<file path="config.mk">
export PLATFORM = sky130hd
export DESIGN_NAME = rbuffer_p_flat
export DESIGN_NICKNAME = d
export VERILOG_FILES = /design/src/rtl/rbuffer_p_if.sv /design/src/rtl/rbuffer_p.sv /design/src/flat_wrapper.sv
export SDC_FILE = /design/constraint.sdc
export NUM_CORES = 2
export LEC_CHECK = 0
export BUFFER_PORTS_ARGS = -buffer_cell sky130_fd_sc_hd__clkbuf_2
export CAP_MARGIN = 20
export CORE_AREA = 4 4 630 632
export CTS_CLUSTER_DIAMETER = 200
export DETAILED_ROUTE_END_ITERATION = 8
export DIE_AREA = 0 0 634 636
export SETUP_SLACK_MARGIN = 0.3
export SLEW_MARGIN = 30
export SYNTH_ARGS = -nofsm -noshare
export SYNTH_HDL_FRONTEND = slang
export SYNTH_SLANG_ARGS = --single-unit
</file>
<file path="constraint.sdc">
create_clock -name clk -period 57.2 [get_ports clk]
set_input_delay 8.58 -clock clk [delete_from_list [all_inputs] [get_ports clk]]
set_output_delay 8.58 -clock clk [all_outputs]
set_load 0.02 [all_outputs]
</file>
<file path="src/rtl/rbuffer_p_if.sv">
// Bundle of pipeline-register bank controls, item inputs and per-stage taps.
// The hazard unit and item sources drive the master side; the register bank is the slave.
interface rbuffer_p_if #(
  parameter int MRLen  = 5,
  parameter int Nitems = 10,
  parameter int DW     = 32
);
  logic [MRLen-3:0]                       stall;
  logic [MRLen-3:0]                       flush;
  logic [Nitems-1:0][DW-1:0]              in;
  logic [Nitems-1:0][MRLen-2:0][DW-1:0]   stream;

  modport master (
    output stall,
    output flush,
    output in,
    input  stream
  );

  modport slave (
    input  stall,
    input  flush,
    input  in,
    output stream
  );
endinterface

</file>
<file path="src/rtl/rbuffer_p.sv">
// Pipeline-register bank: Nitems items, each entering at its own start stage and
// advancing one stage per clock, with per-stage stall/flush on the early stages.
module rbuffer_p #(
  parameter int MRLen                = 5,
  parameter int Nitems               = 10,
  parameter int DW                   = 32,
  parameter int start [Nitems-1:0]   = '{default: 0}
) (
  input  logic       clk,
  input  logic       grst,
  rbuffer_p_if.slave bus
);

  // Per-stage load/clear; the last stage has no controls and always advances.
  logic [MRLen-2:0] ld;
  logic [MRLen-2:0] clr;

  always_comb begin
    ld  = '1;
    clr = '0;
    for (int k = 0; k < MRLen-2; k++) begin
      clr[k] = bus.flush[k];
      ld[k]  = ~bus.stall[k];
    end
  end

  for (genvar i = 0; i < Nitems; i++) begin : g_item
    for (genvar s = 0; s < MRLen-1; s++) begin : g_stage
      if (s < start[i]) begin : g_none
        assign bus.stream[i][s] = '0;
      end else begin : g_reg
        logic [DW-1:0] nxt;
        logic [DW-1:0] q;

        if (s == start[i]) begin : g_src_in
          assign nxt = bus.in[i];
        end else begin : g_src_prev
          assign nxt = bus.stream[i][s-1];
        end

        // Flush outranks stall on the same stage.
        always_ff @(posedge clk or posedge grst) begin
          if (grst) begin
            q <= '0;
          end else if (clr[s]) begin
            q <= '0;
          end else if (ld[s]) begin
            q <= nxt;
          end
        end

        assign bus.stream[i][s] = q;
      end
    end
  end

endmodule

</file>
<file path="src/flat_wrapper.sv">
// flat-port wrapper written by rule: the top's interface ports become plain ports
module rbuffer_p_flat 
#(
  parameter int MRLen                = 5,
  parameter int Nitems               = 10,
  parameter int DW                   = 32,
  parameter int start [Nitems-1:0]   = '{default: 0}
)
  (clk, grst, bus_stall, bus_flush, bus_in, bus_stream);
  rbuffer_p_if #(.MRLen(MRLen), .Nitems(Nitems), .DW(DW)) bus_i ();
  input  logic clk;
  input  logic grst;
  input wire logic [$bits(bus_i.stall)-1:0] bus_stall;
  input wire logic [$bits(bus_i.flush)-1:0] bus_flush;
  input wire logic [$bits(bus_i.in)-1:0] bus_in;
  output wire logic [$bits(bus_i.stream)-1:0] bus_stream;
  assign bus_i.stall = bus_stall;
  assign bus_i.flush = bus_flush;
  assign bus_i.in = bus_in;
  assign bus_stream = bus_i.stream;
  rbuffer_p #(.MRLen(MRLen), .Nitems(Nitems), .DW(DW), .start(start)) u_core (.clk(clk), .grst(grst), .bus(bus_i));
endmodule
</file>
==> out/qor.log <==
qor: outcome.run_status finished clean
qor: placement.placedCellCount 10,086
qor: die.initial_core_util 12.2%
qor: critical_path.cp_data_arrival_time 14.20 ns
qor: finish.finalNonFillerCells 10,361
qor: logic_synthesis.synth.top_cells.by_count sky130_fd_sc_hd__dfrtp_1, sky130_fd_sc_hd__mux2i_1, sky130_fd_sc_hd__nor2_1
qor: timing.final_critical_path_setup_slack 43.91 ns
qor: logic_synthesis.ys.warnings.count 0
qor: logic_synthesis.yosys_register_bits 1,280
qor: grt.grtUsageTotal 12.0%
qor: power.ir_drop 0.0224 mV
qor: die.die_area 0.403 sq mm
qor: logic_synthesis.yosysTopAreaCell sky130_fd_sc_hd__dfrtp_1
qor: timing.slew_headroom 23.1%
qor: finish.sequential_cell_area 0.0320 sq mm
qor: timing.layout_worst_path_cycle_share 23.2%
qor: worst_hold_path.hold_path.class reg2reg
qor: drt.drt-vias-per-instance 3.30
qor: grt.globalRoute.totalOverflow 0
qor: logic_synthesis.main_combinational_cell_family_by_area_after_synthesis multiplexers
qor: logic_synthesis.synthesized_area_fraction_occupied_by_ao_oa_aoi_and_oai_cells 0%
qor: cts.cts_repair_resize_count 0
qor: die.die_height 636 microns
qor: die.fp-row-count 230
qor: logic_synthesis.unique_cell_type_count_in_the_yosys_netlist 9
qor: cts.cts_tree yes
qor: cts.clock_path_buffers 4
qor: timing.worst_hold_slack 0.399 ns
qor: logic_synthesis.synth_enable_flop_cells 0
qor: die.pin_count 1,608
qor: die.die_x_extent 634 microns
qor: drt.final_antenna_net_count 0
qor: logic_synthesis.muxShareOfSynthArea 20.1%
qor: logic_synthesis.ys_seq_area_share 67.0%
qor: finish.top_regs u_core.g_item.g_stage.g_reg.q x1280
qor: logic_synthesis.avgSynthCellArea 14.0 sq um
qor: drt.wl_per_cell 24.2 microns
qor: timing.setup_viol_count_final 0
qor: logic_synthesis.yosys.area.top_type_share 67.0%
qor: job.drv_cap 0
qor: critical_path.worst-path-max-fanout 143
qor: logic_synthesis.ys_async_sr_fraction 100%
qor: timing.timing.final.max_slew_violations 0
qor: power.power.leakage 34.7 nW
qor: cts.htreeDepth 4
qor: cts.clock_buffer_count_from_cts 154
qor: logic_synthesis.yosys.area_share.xor_xnor 0%
qor: timing.max_freq 75.2 MHz
qor: finish.multi_input_comb_area 0.0132 sq mm
qor: timing.rsz0062_at_grt false
qor: drt.post-route-drc-count 0
qor: logic_synthesis.post_synth_instance_area 0.0478 sq mm
qor: timing.fin_tns_setup 0 ns
qor: critical_path.critical_path_required 58.11 ns
qor: cts.cts_root_buffer sky130_fd_sc_hd__clkbuf_16
qor: critical_path.critPathSlowestCell sky130_fd_sc_hd__buf_4
qor: timing.worst_pin_slew 1.15 ns
qor: placement.port-buffer-count 1,607
qor: drt.detailedRoute.firstPassIterationCount 5
qor: critical_path.timing_worst_setup_path_type in2async
qor: timing.setup_skew 0.0486 ns
qor: placement.post-place-ws 42.28 ns
qor: finish.largest_register_ff_count 1,280
qor: power.cellPowerDensity 32.9 mW/mm^2
qor: logic_synthesis.synth_top_cells_by_area sky130_fd_sc_hd__dfrtp_1, sky130_fd_sc_hd__mux2i_1, sky130_fd_sc_hd__nor2_1
qor: finish.final_nets 5,351
qor: placement.place_congestion 0.915
qor: timing.finalCriticalPeriod 13.29 ns
qor: die.fp.coreArea 0.391 sq mm
qor: finish.largest-register u_core.g_item.g_stage.g_reg.q
qor: logic_synthesis.postSynthNetCount 3,745
qor: power.pnr_total_power 0.00215 W
qor: cts.cts.hold.buffers_added 0
qor: drt.drt_iter0_markers 2,383
qor: cts.clk-insertion-delay-late 0.85 ns
qor: logic_synthesis.synth_top_flop_cell sky130_fd_sc_hd__dfrtp_1
qor: cts.register_clock_pin_slew_on_the_reported_worst_setup_and_hold_paths 0.06 ns
qor: cts.clkSinkCount 1,280
qor: critical_path.timing.critical_path.cells clkbuf_2 -> inv_8 -> buf_12 -> buf_12 -> buf_4 -> buf_4 -> buf_4 -> buf_6 -> buf_6
qor: placement.detailed_placement_hpwl 200 mm
qor: finish.final_layout_size_suffix_gt1_share 37.0%
qor: cts.cts_setup_buffers 0
qor: critical_path.startpoint_type primary input
qor: logic_synthesis.synthesis.instances 3,417
qor: logic_synthesis.synth_simple_gate_area_share 7.53%
qor: critical_path.critical_path.endpoint_type asynchronous set/reset pin
qor: critical_path.critical-path-max-stage-delay 0.74 ns
qor: logic_synthesis.synth_fa_ha_area_share 0%
qor: grt.via_count_of_the_first_global_routing_pass 34,151
qor: grt.grt_first_pass_wirelength 333 mm
qor: critical_path.path_common_cell sky130_fd_sc_hd__buf_4
qor: finish.layout.filler_cells 43,418
qor: drt.wirelength 251 mm
qor: drt.num_vias 34,203
qor: grt.grt_max_degree 144
qor: finish.area_growth_syn_to_layout 36.8%
qor: grt.grt_antenna_before_repair 55
qor: timing.fin_hold_viols 0
qor: critical_path.worst-r2r-cell-count 3
qor: worst_hold_path.min_path_cells 0
qor: logic_synthesis.yosysMostFrequentCell sky130_fd_sc_hd__dfrtp_1
## worst paths after layout
path / startpoint / end / slack, ns
min: u_core.g_item[5].g_stage[2].g_reg.q[1] / u_core.g_item[5].g_stage[3].g_reg.q[1] / 0.40
max in group clk: bus_stall[0] / u_core.g_item[6].g_stage[0].g_reg.q[9] / 45.47
max reg2reg: u_core.g_item[2].g_stage[2].g_reg.q[28] / u_core.g_item[2].g_stage[2].g_reg.q[28] / 55.83
max: grst / u_core.g_item[1].g_stage[2].g_reg.q[31] / 43.91
min reg2reg: u_core.g_item[5].g_stage[2].g_reg.q[1] / u_core.g_item[5].g_stage[3].g_reg.q[1] / 0.40
min in group asynchronous: grst / u_core.g_item[2].g_stage[3].g_reg.q[13] / 7.82
## layout by cell type (no fill, tap or decap), types with 3 or more instances in the layout
master	count
sky130_fd_sc_hd__clkbuf_2	1601
sky130_fd_sc_hd__dfrtp_1	1279
sky130_fd_sc_hd__nor2_1	960
sky130_fd_sc_hd__mux2i_1	959
sky130_fd_sc_hd__clkbuf_16	155
sky130_fd_sc_hd__buf_4	49
sky130_fd_sc_hd__clkbuf_1	35
sky130_fd_sc_hd__clkbuf_8	23
sky130_fd_sc_hd__clkinv_2	14
sky130_fd_sc_hd__diode_2	13
sky130_fd_sc_hd__bufinv_16	11
sky130_fd_sc_hd__inv_6	6
sky130_fd_sc_hd__buf_8	6
sky130_fd_sc_hd__clkinvlp_4	5
sky130_fd_sc_hd__buf_6	5
sky130_fd_sc_hd__inv_8	4
sky130_fd_sc_hd__clkinv_8	4
sky130_fd_sc_hd__buf_12	4
sky130_fd_sc_hd__clkinv_4	3
## layer usage
metal  vias up  GRT usage, %  part of all wire (%)
met5         -             0                 0.030
met4        12          3.39                   3.2
met3       343          3.60                   7.4
met2      1426          20.6                    50
met1     17847          14.3                    40
li1      14575             -                     -
## layout make-up
cell class | count | area share, %
tap | 5220 | 9.98
timing repair buffer | 1666 | 13.2
clock buffer | 213 | 6.61
sequential | 1280 | 48.9
clock inverter | 48 | 1.02
inverter | 1 | 0.0172
antenna | 13 | 0.0497
multi-input combinational | 1920 | 20.2
## where the power goes
part	internal, W	switching, W	leakage [nW]
Sequential	0.000933	0.0000344	17.5
Combinational	0.0000601	0.000135	14.8
Clock	0.000581	0.000412	2.43
## worst max-delay path, delay by kind of cell
kind | cells | cell delay, ns
buffers and inverters | 9 | 4.91
## per-stage QoR
stage / area, sq um / utilization (%)
floorplan: 47800 / -
global placement: 60400 / 15.4
detailed placement: 60400 / 15.4
CTS: 65400 / 16.7
global route: 65400 / 16.7
finish: 65500 / 16.7
## cells by family after synthesis
kind of cell / after synthesis
flops: 1280
buf+inv: 217
simple gates: 960
mux: 960
Note: power is estimated with default switching activity, not from simulation.
